<file path="src/rtl/vend_if.sv">
// Signal bundle between the vending-dispenser core and its surroundings:
// the upstream sell request, the mechanical sensors, and the actuator/status outputs.
interface vend_if #(
  parameter int CNT_W = 16
);
  logic             sell;
  logic [1:0]       change;
  logic             drop_sense;
  logic             coin_sense;
  logic             clr_fault;
  logic             motor_on;
  logic             hopper_on;
  logic             busy;
  logic             done;
  logic             fault;
  logic             ovf;
  logic [CNT_W-1:0] vend_cnt;

  modport slave (
    input  sell, change, drop_sense, coin_sense, clr_fault,
    output motor_on, hopper_on, busy, done, fault, ovf, vend_cnt
  );

  modport master (
    output sell, change, drop_sense, coin_sense, clr_fault,
    input  motor_on, hopper_on, busy, done, fault, ovf, vend_cnt
  );
endinterface

</file>
<file path="src/rtl/vend_dispenser.sv">
// Product/change delivery sequencer: queues sell requests, runs motor then hopper per coin,
// waits on sensors with a timeout, and parks in a sticky fault until cleared.
module vend_dispenser #(
  parameter int MOTOR_CYC = 8,
  parameter int TIMEOUT   = 64,
  parameter int DEPTH     = 4,
  parameter int CNT_W     = 16
) (
  input logic  clk,
  input logic  rstn,
  vend_if.slave bus
);
  localparam int AW   = $clog2(DEPTH);
  localparam int TMAX = (TIMEOUT > MOTOR_CYC) ? TIMEOUT : MOTOR_CYC;
  localparam int TW   = (TMAX > 1) ? $clog2(TMAX) : 1;

  typedef enum logic [2:0] {
    S_IDLE, S_MOTOR, S_WAIT_DROP, S_HOPPER, S_WAIT_COIN, S_DONE, S_FAULT
  } state_t;

  state_t           state_q, state_d;
  logic [1:0]       coins_q, coins_d;
  logic [TW-1:0]    tmr_q, tmr_d;
  logic [1:0]       fifo_q [DEPTH];
  logic [AW-1:0]    wr_ptr_q, rd_ptr_q;
  logic [AW:0]      count_q;
  logic             motor_on_q, hopper_on_q, done_q, fault_q, ovf_q;
  logic [CNT_W-1:0] vend_cnt_q;

  logic             empty, full, pop, push, sell_drop;
  logic [1:0]       sell_coins;

  assign empty      = (count_q == '0);
  assign full       = (count_q == (AW+1)'(DEPTH));
  assign pop        = (state_q == S_IDLE) && !empty;
  // A full FIFO still accepts a push when the head leaves on the same edge.
  assign push       = bus.sell && (!full || pop);
  assign sell_drop  = bus.sell && full && !pop;
  assign sell_coins = (bus.change == 2'd3) ? 2'd2 : bus.change;

  always_ff @(posedge clk or negedge rstn) begin
    if (!rstn) begin
      wr_ptr_q <= '0;
      rd_ptr_q <= '0;
      count_q  <= '0;
      for (int i = 0; i < DEPTH; i++) fifo_q[i] <= '0;
    end else begin
      if (push) begin
        fifo_q[wr_ptr_q] <= sell_coins;
        wr_ptr_q         <= wr_ptr_q + 1'b1;
      end
      if (pop) rd_ptr_q <= rd_ptr_q + 1'b1;
      case ({push, pop})
        2'b10:   count_q <= count_q + 1'b1;
        2'b01:   count_q <= count_q - 1'b1;
        default: count_q <= count_q;
      endcase
    end
  end

  always_comb begin
    state_d = state_q;
    coins_d = coins_q;
    tmr_d   = tmr_q;
    case (state_q)
      S_IDLE: begin
        if (!empty) begin
          coins_d = fifo_q[rd_ptr_q];
          tmr_d   = TW'(MOTOR_CYC - 1);
          state_d = S_MOTOR;
        end
      end
      S_MOTOR: begin
        if (tmr_q == '0) begin
          tmr_d   = TW'(TIMEOUT - 1);
          state_d = S_WAIT_DROP;
        end else begin
          tmr_d = tmr_q - 1'b1;
        end
      end
      S_WAIT_DROP: begin
        // Sensor is checked before the terminal count so a last-cycle confirmation wins.
        if (bus.drop_sense) begin
          state_d = (coins_q != '0) ? S_HOPPER : S_DONE;
        end else if (tmr_q == '0) begin
          state_d = S_FAULT;
        end else begin
          tmr_d = tmr_q - 1'b1;
        end
      end
      S_HOPPER: begin
        tmr_d   = TW'(TIMEOUT - 1);
        state_d = S_WAIT_COIN;
      end
      S_WAIT_COIN: begin
        if (bus.coin_sense) begin
          coins_d = coins_q - 1'b1;
          state_d = (coins_q == 2'd1) ? S_DONE : S_HOPPER;
        end else if (tmr_q == '0) begin
          state_d = S_FAULT;
        end else begin
          tmr_d = tmr_q - 1'b1;
        end
      end
      S_DONE:  state_d = S_IDLE;
      S_FAULT: if (bus.clr_fault) state_d = S_IDLE;
      default: state_d = S_IDLE;
    endcase
  end

  always_ff @(posedge clk or negedge rstn) begin
    if (!rstn) begin
      state_q     <= S_IDLE;
      coins_q     <= '0;
      tmr_q       <= '0;
      motor_on_q  <= 1'b0;
      hopper_on_q <= 1'b0;
      done_q      <= 1'b0;
      fault_q     <= 1'b0;
      ovf_q       <= 1'b0;
      vend_cnt_q  <= '0;
    end else begin
      state_q     <= state_d;
      coins_q     <= coins_d;
      tmr_q       <= tmr_d;
      motor_on_q  <= (state_d == S_MOTOR);
      hopper_on_q <= (state_d == S_HOPPER);
      done_q      <= (state_d == S_DONE);
      fault_q     <= (state_d == S_FAULT);
      if (state_d == S_DONE && vend_cnt_q != '1) vend_cnt_q <= vend_cnt_q + 1'b1;
      if (sell_drop)          ovf_q <= 1'b1;
      else if (bus.clr_fault) ovf_q <= 1'b0;
    end
  end

  assign bus.motor_on  = motor_on_q;
  assign bus.hopper_on = hopper_on_q;
  assign bus.done      = done_q;
  assign bus.fault     = fault_q;
  assign bus.ovf       = ovf_q;
  assign bus.vend_cnt  = vend_cnt_q;
  assign bus.busy      = (state_q != S_IDLE) || !empty;
endmodule
</file>
<file path="src/flat_wrapper.sv">
// flat-port wrapper written by rule: the top's interface ports become plain ports
module vend_dispenser_flat 
#(
  parameter int MOTOR_CYC = 8,
  parameter int TIMEOUT   = 64,
  parameter int DEPTH     = 4,
  parameter int CNT_W     = 16
)
  (clk, rstn, bus_sell, bus_change, bus_drop_sense, bus_coin_sense, bus_clr_fault, bus_motor_on, bus_hopper_on, bus_busy, bus_done, bus_fault, bus_ovf, bus_vend_cnt);
  vend_if #(.CNT_W(CNT_W)) bus_i ();
  input logic clk;
  input logic rstn;
  input wire logic [$bits(bus_i.sell)-1:0] bus_sell;
  input wire logic [$bits(bus_i.change)-1:0] bus_change;
  input wire logic [$bits(bus_i.drop_sense)-1:0] bus_drop_sense;
  input wire logic [$bits(bus_i.coin_sense)-1:0] bus_coin_sense;
  input wire logic [$bits(bus_i.clr_fault)-1:0] bus_clr_fault;
  output wire logic [$bits(bus_i.motor_on)-1:0] bus_motor_on;
  output wire logic [$bits(bus_i.hopper_on)-1:0] bus_hopper_on;
  output wire logic [$bits(bus_i.busy)-1:0] bus_busy;
  output wire logic [$bits(bus_i.done)-1:0] bus_done;
  output wire logic [$bits(bus_i.fault)-1:0] bus_fault;
  output wire logic [$bits(bus_i.ovf)-1:0] bus_ovf;
  output wire logic [$bits(bus_i.vend_cnt)-1:0] bus_vend_cnt;
  assign bus_i.sell = bus_sell;
  assign bus_i.change = bus_change;
  assign bus_i.drop_sense = bus_drop_sense;
  assign bus_i.coin_sense = bus_coin_sense;
  assign bus_i.clr_fault = bus_clr_fault;
  assign bus_motor_on = bus_i.motor_on;
  assign bus_hopper_on = bus_i.hopper_on;
  assign bus_busy = bus_i.busy;
  assign bus_done = bus_i.done;
  assign bus_fault = bus_i.fault;
  assign bus_ovf = bus_i.ovf;
  assign bus_vend_cnt = bus_i.vend_cnt;
  vend_dispenser #(.MOTOR_CYC(MOTOR_CYC), .TIMEOUT(TIMEOUT), .DEPTH(DEPTH), .CNT_W(CNT_W)) u_core (.clk(clk), .rstn(rstn), .bus(bus_i));
endmodule
</file>
<file path="config.mk">
export PLATFORM = sky130hd
export DESIGN_NAME = vend_dispenser_flat
export DESIGN_NICKNAME = d
export VERILOG_FILES = /design/src/rtl/vend_if.sv /design/src/rtl/vend_dispenser.sv /design/src/flat_wrapper.sv
export SDC_FILE = /design/constraint.sdc
export NUM_CORES = 1
export LEC_CHECK = 0
export ABC_CLOCK_PERIOD_IN_PS = 2900
export CAP_MARGIN = 20
export CORE_MARGIN = 4
export CORE_UTILIZATION = 30
export CTS_CLUSTER_DIAMETER = 30
export DETAILED_ROUTE_END_ITERATION = 10
export SETUP_SLACK_MARGIN = 0.15
export SLEW_MARGIN = 25
export SYNTH_ARGS = -nofsm -noshare
export SYNTH_HDL_FRONTEND = slang
export SYNTH_SLANG_ARGS = --single-unit
export TNS_END_PERCENT = 10
</file>
<file path="constraint.sdc">
create_clock -name clk -period 2.9 [get_ports clk]
set_input_delay 0.58 -clock clk [delete_from_list [all_inputs] [get_ports clk]]
set_output_delay 0.58 -clock clk [all_outputs]
set_load 0.01 [all_outputs]
</file>
==> impl_metrics.py <==
metrics = {
    "timing": {
        "finClkSkew_ns": 0.00777,
        "rsz0062_at_grt": "false",
        "max_freq_mhz": 386,
        "hold_viol": 0,
        "slew_viol_final": 0,
        "layout_setup_ws_ns": 0.307,
        "fin_crit_sh_pct": 89.4,
        "maxSlewHeadroom_pct": 42.6,
        "min_period_ns": 2.59,
        "setup_tns_ns": 0,
        "finalSetupViolCount": 0,
        "worst-slew-pin-transition_ns": 0.860,
    },
    "clock_network": {
        "cts_resized": 0,
        "clk_pin_slew_ns": 0.09,
        "clk_latency_ns": 0.31,
        "cts_tree": "yes",
        "cts_setup_buffers": 0,
        "cts_buffer_depth": 2,
        "cts_sinks": 47,
        "cts_max_level": 2,
        "cts-root-buf": "clkbuf_8",
        "hold_buffers": 0,
        "cts_buffers": 5,
    },
    "finish": {
        "diodes": 0,
        "num-nets-final": 312,
        "drive_above_1_share_pct": 13.9,
        "area_growth_pct": 20.3,
        "layout_common_cells": "dfrtp_1 (47), clkdlybuf4s50_1 (28), nand2_1 (22), inv_1 (20), nor2_1 (18)",
        "layout_commonest_cell": "dfrtp_1",
        "stdcell_count": 402,
    },
    "synthesis": {
        "synth-main-ff-cell": "dfrtp_1",
        "yosys.cell_types.count": 51,
        "syn_nets": 273,
        "yosysSeqAreaShare_pct": 44.1,
        "ys_ff_latch": 47,
        "synth_edf_count": 0,
        "synthArstFlopShare_pct": 100,
        "synthesis.area_per_instance_um2": 10.5,
        "yosys_warnings": 0,
        "syn_inst": 254,
        "syn-cell-area_um2": 2670,
    },
    "floorplanning": {
        "die_x_um": 102,
        "dieArea_um2": 10500,
        "initial_core_util_pct": 30.7,
        "io_pins": 30,
        "design.core.area_um2": 8680,
        "die_h_um": 102,
        "core.rowCount": 34,
    },
    "worst_setup_path": {
        "critical_path_arrival_ns": 2.01,
        "cp.required_ns": 2.32,
        "startpoint_type": "flip-flop",
        "endpoint_kind": "output port",
        "path_class": "reg2out",
        "path_max_fanout": 13,
    },
    "detailed_routing": {
        "drtAntennaViolNets": 0,
        "vias_per_cell": 4.93,
        "first_iter_violations": 72,
        "wl_per_cell_um": 14.4,
        "first_pass_iters": 4,
        "wirelength_um": 5810,
        "num_vias": 1983,
        "drc": 0,
    },
    "global_route": {
        "grt_pass1_wl_um": 10100,
        "grt_max_degree": 26,
        "grt_pass1_vias": 2079,
        "antenna_found_initial": 0,
        "gr-total-overflow": 0,
        "grt.total_usage_pct": 12.3,
    },
    "power_and_ir_drop": {
        "power_frac_seq_pct": 41.9,
        "p_sw_share_pct": 39.1,
        "combPwrFrac_pct": 42.1,
        "leakagePower_nw": 1.41,
        "ir_drop_v": 0.000251,
        "p_int_w": 0.00155,
        "powerDensity_nw_per_um2": 795,
        "switching_power_w": 0.000997,
        "pwr-share-clk_pct": 16.0,
    },
    "placed_design": {
        "dp_hpwl_um": 4260,
        "port_buffers": 29,
        "pre_cts_ws_ns": 0.0768,
        "dp_cells": 394,
        "place_congestion": 0.877,
    },
    "run_status": {
        "outcome": "complete, no violations",
    },
    "min_path": {
        "min_path_type": "in2async",
    },
    "run": {
        "max_cap_violations": 0,
    },
}
==> final cells by class <==
class	count	area [um^2]
well taps	108	135
fillers	900	5470
repair buffers	39	360
flip-flops and latches	47	1180
clock inverters	2	16.3
inverters	20	75.1
multi-input cells	180	1370
clock buffers	6	72.6
==> cell usage after synthesis, types with 3 or more instances <==
| master | count | area share (%) |
|---|---|---|
| dfrtp_1 | 47 | 44 |
| nand2_1 | 22 | 3.1 |
| inv_1 | 20 | 2.8 |
| nor2_1 | 18 | 2.5 |
| xor2_1 | 17 | 5.6 |
| ha_1 | 10 | 4.7 |
| nand3_1 | 10 | 1.9 |
| a21oi_1 | 9 | 1.7 |
| mux2_1 | 9 | 3.8 |
| nor3_2 | 8 | 3.0 |
| xnor2_1 | 7 | 2.3 |
| o21ai_0 | 6 | 1.1 |
| nand2b_1 | 5 | 1.2 |
| nand3b_1 | 4 | 1.1 |
| nor3_1 | 4 | 0.75 |
| clkbuf_1 | 3 | 0.42 |
| nor2b_1 | 3 | 0.70 |
| o21a_1 | 3 | 0.85 |
| or3_1 | 3 | 0.70 |
==> registers in the layout (all words and copies together), names as in the netlist <==
| signal | cells |
|---|---|
| u_core.bus.done | 1 |
| u_core.bus.motor_on | 1 |
| u_core.state_q | 3 |
| u_core.bus.fault | 1 |
| u_core.bus.vend_cnt | 16 |
| u_core.bus.ovf | 1 |
| u_core.wr_ptr_q | 2 |
| u_core.tmr_q | 6 |
| u_core.count_q | 3 |
| u_core.rd_ptr_q | 2 |
| u_core.coins_q | 2 |
| u_core.fifo_q | 8 |
| u_core.bus.hopper_on | 1 |
==> critical path, cell delays in order (launching register included) <==
cell and delay (ns):
dfrtp_1 0.53, or3_1 0.49, nand2b_1 0.19, clkdlybuf4s50_1 0.50
==> power by group through the flow <==
stage | clock, W | combinational [W] | sequential (W)
2_1_floorplan | 0 | 0.000798 | 0.00103
3_3_place_gp | 0 | 0.00104 | 0.00107
3_5_place_dp | 0 | 0.00108 | 0.00108
4_1_cts | 0.000434 | 0.00108 | 0.00107
5_1_grt | 0.000457 | 0.00122 | 0.00110
6_report | 0.000408 | 0.00107 | 0.00107
==> metrics by stage <==
step	utilization [%]	hold slack (ns)	total power (W)	instance area, um^2
6_report	36.9	0.275	0.00255	3210
4_1_cts	36.9	0.292	0.00259	3210
3_5_place_dp	35.9	0.480	0.00216	3120
5_1_grt	36.9	0.303	0.00278	3210
2_1_floorplan	-	0.284	0.00183	2670
3_3_place_gp	35.9	0.469	0.00212	3120
==> per-layer routing <==
metal	wire, um	GRT usage [%]	up-vias	part of all wire [%]
met2	2660	18.2	30	46
met4	87	3.63	0	1.5
met1	2800	17.3	991	48
met3	252	3.62	8	4.3
met5	0	0	-	0
li1	-	-	954	-
==> final timing paths <==
kind	startpoint	endpoint	slack [ns]	cells past startpoint
setup / recovery	u_core.state_q[0]	bus_busy	0.31	3
hold / removal	rstn	u_core.bus.vend_cnt[11]	0.28	1
setup reg to reg	u_core.tmr_q[0]	u_core.bus.vend_cnt[1]	0.40	7
hold reg to reg	u_core.fifo_q[0]	u_core.fifo_q[0]	0.50	1
max in group asynchronous	rstn	u_core.coins_q[1]	2.04	2
min in group clk	u_core.fifo_q[0]	u_core.fifo_q[0]	0.50	1
==> cells by family (layout without fill, tap and decap cells) <==
| group | count (synthesis) | after routing | synth area share, % |
|---|---|---|---|
| AOI/OAI and AO/OA | 36 | 36 | 10.1 |
| xor gates and xnor gates | 24 | 24 | 7.89 |
| adders and majority gates | 11 | 11 | 5.45 |
| buffers and inverters | 27 | 67 | 4.46 |
| DFF | 47 | 47 | 44.1 |
| muxes | 11 | 11 | 5.49 |
| and+or+nand+nor | 98 | 98 | 22.5 |
Note: power is estimated with default switching activity, not from simulation.
==> variant: new RTL, same flow settings <==
`TIMEOUT` is set to 64 in 2 places; all go to 32.
--- a/src/rtl/vend_dispenser.sv
+++ b/src/rtl/vend_dispenser.sv
@@ -2,7 +2,7 @@
 // waits on sensors with a timeout, and parks in a sticky fault until cleared.
 module vend_dispenser #(
   parameter int MOTOR_CYC = 8,
-  parameter int TIMEOUT   = 64,
+  parameter int TIMEOUT   = 32,
   parameter int DEPTH     = 4,
   parameter int CNT_W     = 16
 ) (
--- a/src/flat_wrapper.sv
+++ b/src/flat_wrapper.sv
@@ -2,7 +2,7 @@
 module vend_dispenser_flat 
 #(
   parameter int MOTOR_CYC = 8,
-  parameter int TIMEOUT   = 64,
+  parameter int TIMEOUT   = 32,
   parameter int DEPTH     = 4,
   parameter int CNT_W     = 16
 )
Function: same outputs for any inputs over 10 cycles, from zero or initial values and one cycle with rstn low; that may be too few to reach the edited logic, so the function may still have changed.
==> variant against the unedited design <==
Count of clock-buffer cells in the layout decreased by 1. Worst setup slack improved by 0.063 ns. Area after synthesis decreased by 6.4%. Sequential cell count decreased by 1. Final cell count decreased by 8.0%. Critical path type is now register to register. Sequential share of layout area increased by 1.2 points. Fmax increased by 2.5%. Via count decreased by 9.4%. Wire length decreased by 16%. Total power increased by 3.8%. Final area decreased by 5.2%. Register-to-register slack got worse by 0.03 ns. Largest cell class unchanged.
==> variant: results (changes against the unedited design) <==
LEADING_POST_SYNTHESIS_CELLS_BY_INSTANCE_COUNT='dfrtp_1, nand2_1, xnor2_1'
SYNTH-COMPOUND-AREA-SHARE_PCT=11.4  # +1.3 points
DP_HPWL_MM=3.67  # -14%
SYNTH.YOSYS.SEQ_AREA_SHARE_PCT=46.2  # +2.0 points
CRITICAL_PATH.REG2REG.STARTPOINT='u_core.state_q[2]'
CLKLATENCYLATEPIN_NS=0.30
CRIT_FANOUT=16  # +3
WORSTREGTOREGCELLS=9  # +2
OUTCOME='finished clean'
SYNTH_ASYNC_SR_FLOP_SHARE_PCT=100  # unchanged
CTS.REPAIR_TIMING.SETUP_BUFFER_COUNT=0  # unchanged
SYNTH.NET_COUNT=249  # -8.8%
FIRSTDRTPASSITERS=4  # unchanged
GRTUSAGETOTAL_PCT=10.6  # -1.6 points
TIMING.FINAL.WS_SETUP_NS=0.370  # +0.0626 ns
DR.FIRST_ITER.DRC_COUNT=76  # +5.6%
BUFFER_PORTS.INSERTED=29  # unchanged
CTS-HTREE-LEVELS=2  # unchanged
SYNTH-ADDER-AREA-SHARE_PCT=5.82  # +0.37 points
FINAL.FILL_COUNT=775  # -14%
CRITICAL_PATH.REG2REG.ENDPOINT='u_core.count_q[2]'
WORST_SETUP_HOLD_PATH_CLK_SLEW_NS=0.09  # about the same
HOLD_PATH_CLASS='input pin to async pin'
FIN_SKEW_NS=0.00755  # -0.000218 ns
DIODES_INSERTED=0  # unchanged
MAX_REG_FLOPS=16  # unchanged
SYNTH.AREA.MUX_SHARE_PCT=7.83  # +2.3 points
SWITCHING_SHARE_PCT=36.4  # -2.7 points
POST_SYNTH_XOR_AREA_FRACTION_PCT=7.02  # -0.86 points
CLK_PATH_BUF_DEPTH=2  # unchanged
SYNTH_TOP_CELLS_BY_AREA='dfrtp_1, xnor2_1, mux2_2'
SYNTHDISTINCTLIBCELLS=48  # -5.9%
POSTCTSRESIZEDCELLS=0  # unchanged
MAXIMUM_NUMBER_OF_PINS_ON_ONE_NET_BEFORE_GLOBAL_ROUTE_REPAIR=22  # -15%
FINISH.NET_COUNT=286  # -8.3%
AVGROUTEDWIREPERCELL_UM=13.2  # -8.5%
INITIAL_ANTENNA_VIOLATION_COUNT=0  # unchanged
WORST-SLEW-PIN-TRANSITION_NS=0.587  # -0.274 ns
VDD.IR_DROP.WORST_mV=0.274  # +9.3%
VIA_COUNT=1797  # -9.4%
GPL_WTD_CONG=0.856  # -2.4%
YOSYS_WARNINGS=0  # unchanged
LAYOUT-DRIVE-GT1-SHARE_PCT=15.3  # +1.4 points
NUMCTSBUFFERS=5  # unchanged
GRT_PASS1_WL_MM=8.51  # -16%
CTS_ROOT_BUF='clkbuf_8'
LEAKAGE_COMPONENT_OF_THE_POWER_nW=1.30  # -8.2%
==> variant: changes by cell type after synthesis, moves of 3 or more <==
cell      before  now
inv_1         20   16
and3_1         2    7
mux2_1         9    0
nand2b_1       5    1
o21ai_0        6    9
nor3_2         8    0
xor2_1        17    2
and4_1         1    4
nor2_1        18    4
mux2_2         0   12
xnor2_1        7   18
nand4_1        2    9
==> variant: cell type report <==
type                    count  area [um^2]  area share (%)
inverters                  16         60.1            1.98
clock buffers               5         68.8            2.27
repair buffers             35          330            10.9
multi-input cells         163         1260            41.4
clock inverters             3         43.8            1.44
well taps                 102          128            4.20
flip-flops and latches     46         1150            37.9
==> variant: logic make-up (layout without fill, tap and decap cells) <==
group                      after synthesis  after routing
DFF                                     46             46
buffers and inverters                   21             59
xor gates and xnor gates                20             20
muxes                                   15             15
adders and majority gates               11             11
AOI/OAI and AO/OA                       37             37
and+or+nand+nor                         80             80
==> variant: power groups by stage <==
stage	registers (mW)	clock network (mW)	logic, mW
after floorplan	1.02	0	0.829
after global placement	1.06	0	1.10
after detailed placement	1.06	0	1.12
after CTS	1.05	0.507	1.12
after global routing	1.08	0.533	1.25
final	1.05	0.483	1.11
==> variant: per-layer routing <==
layer | vias to the layer above | track usage (%) | share of wire (%)
met4 | 0 | 3.68 | 1.3
met1 | 869 | 14.2 | 50
met2 | 27 | 16.2 | 45
li1 | 895 | - | -
met3 | 6 | 3.44 | 4.1
met5 | - | 0 | 0
==> variant: stage by stage <==
step / cells / hold slack (ns) / area [um^2] / power, mW
6_report: 370 / 0.211 / 3040 / 2.64
5_1_grt: 370 / 0.242 / 3040 / 2.86
4_1_cts: 370 / 0.219 / 3040 / 2.68
3_5_place_dp: 362 / 0.485 / 2930 / 2.18
3_3_place_gp: 362 / 0.485 / 2930 / 2.16
2_1_floorplan: 230 / 0.284 / 2490 / 1.85
==> variant: critical path, cell delays in order, from the launching register on <==
cell and delay, ns:
dfrtp_1 0.52, or3_1 0.42, or2_2 0.40, inv_1 0.11, ha_1 0.17, inv_1 0.06, fa_1 0.37, xor2_1 0.15
nor2_1 0.11, xor2_1 0.15
==> variant: worst max-delay path by stage <==
stage	startpoint	endpoint	depth (start not counted)
after floorplan	u_core.state_q[1]	u_core.count_q[2]	10
after global placement	bus_coin_sense	u_core.bus.vend_cnt[1]	6
after detailed placement	u_core.state_q[2]	u_core.count_q[2]	9
after CTS	u_core.state_q[2]	u_core.count_q[2]	9
after global routing	u_core.state_q[2]	u_core.count_q[2]	9
final	u_core.state_q[2]	u_core.count_q[2]	9
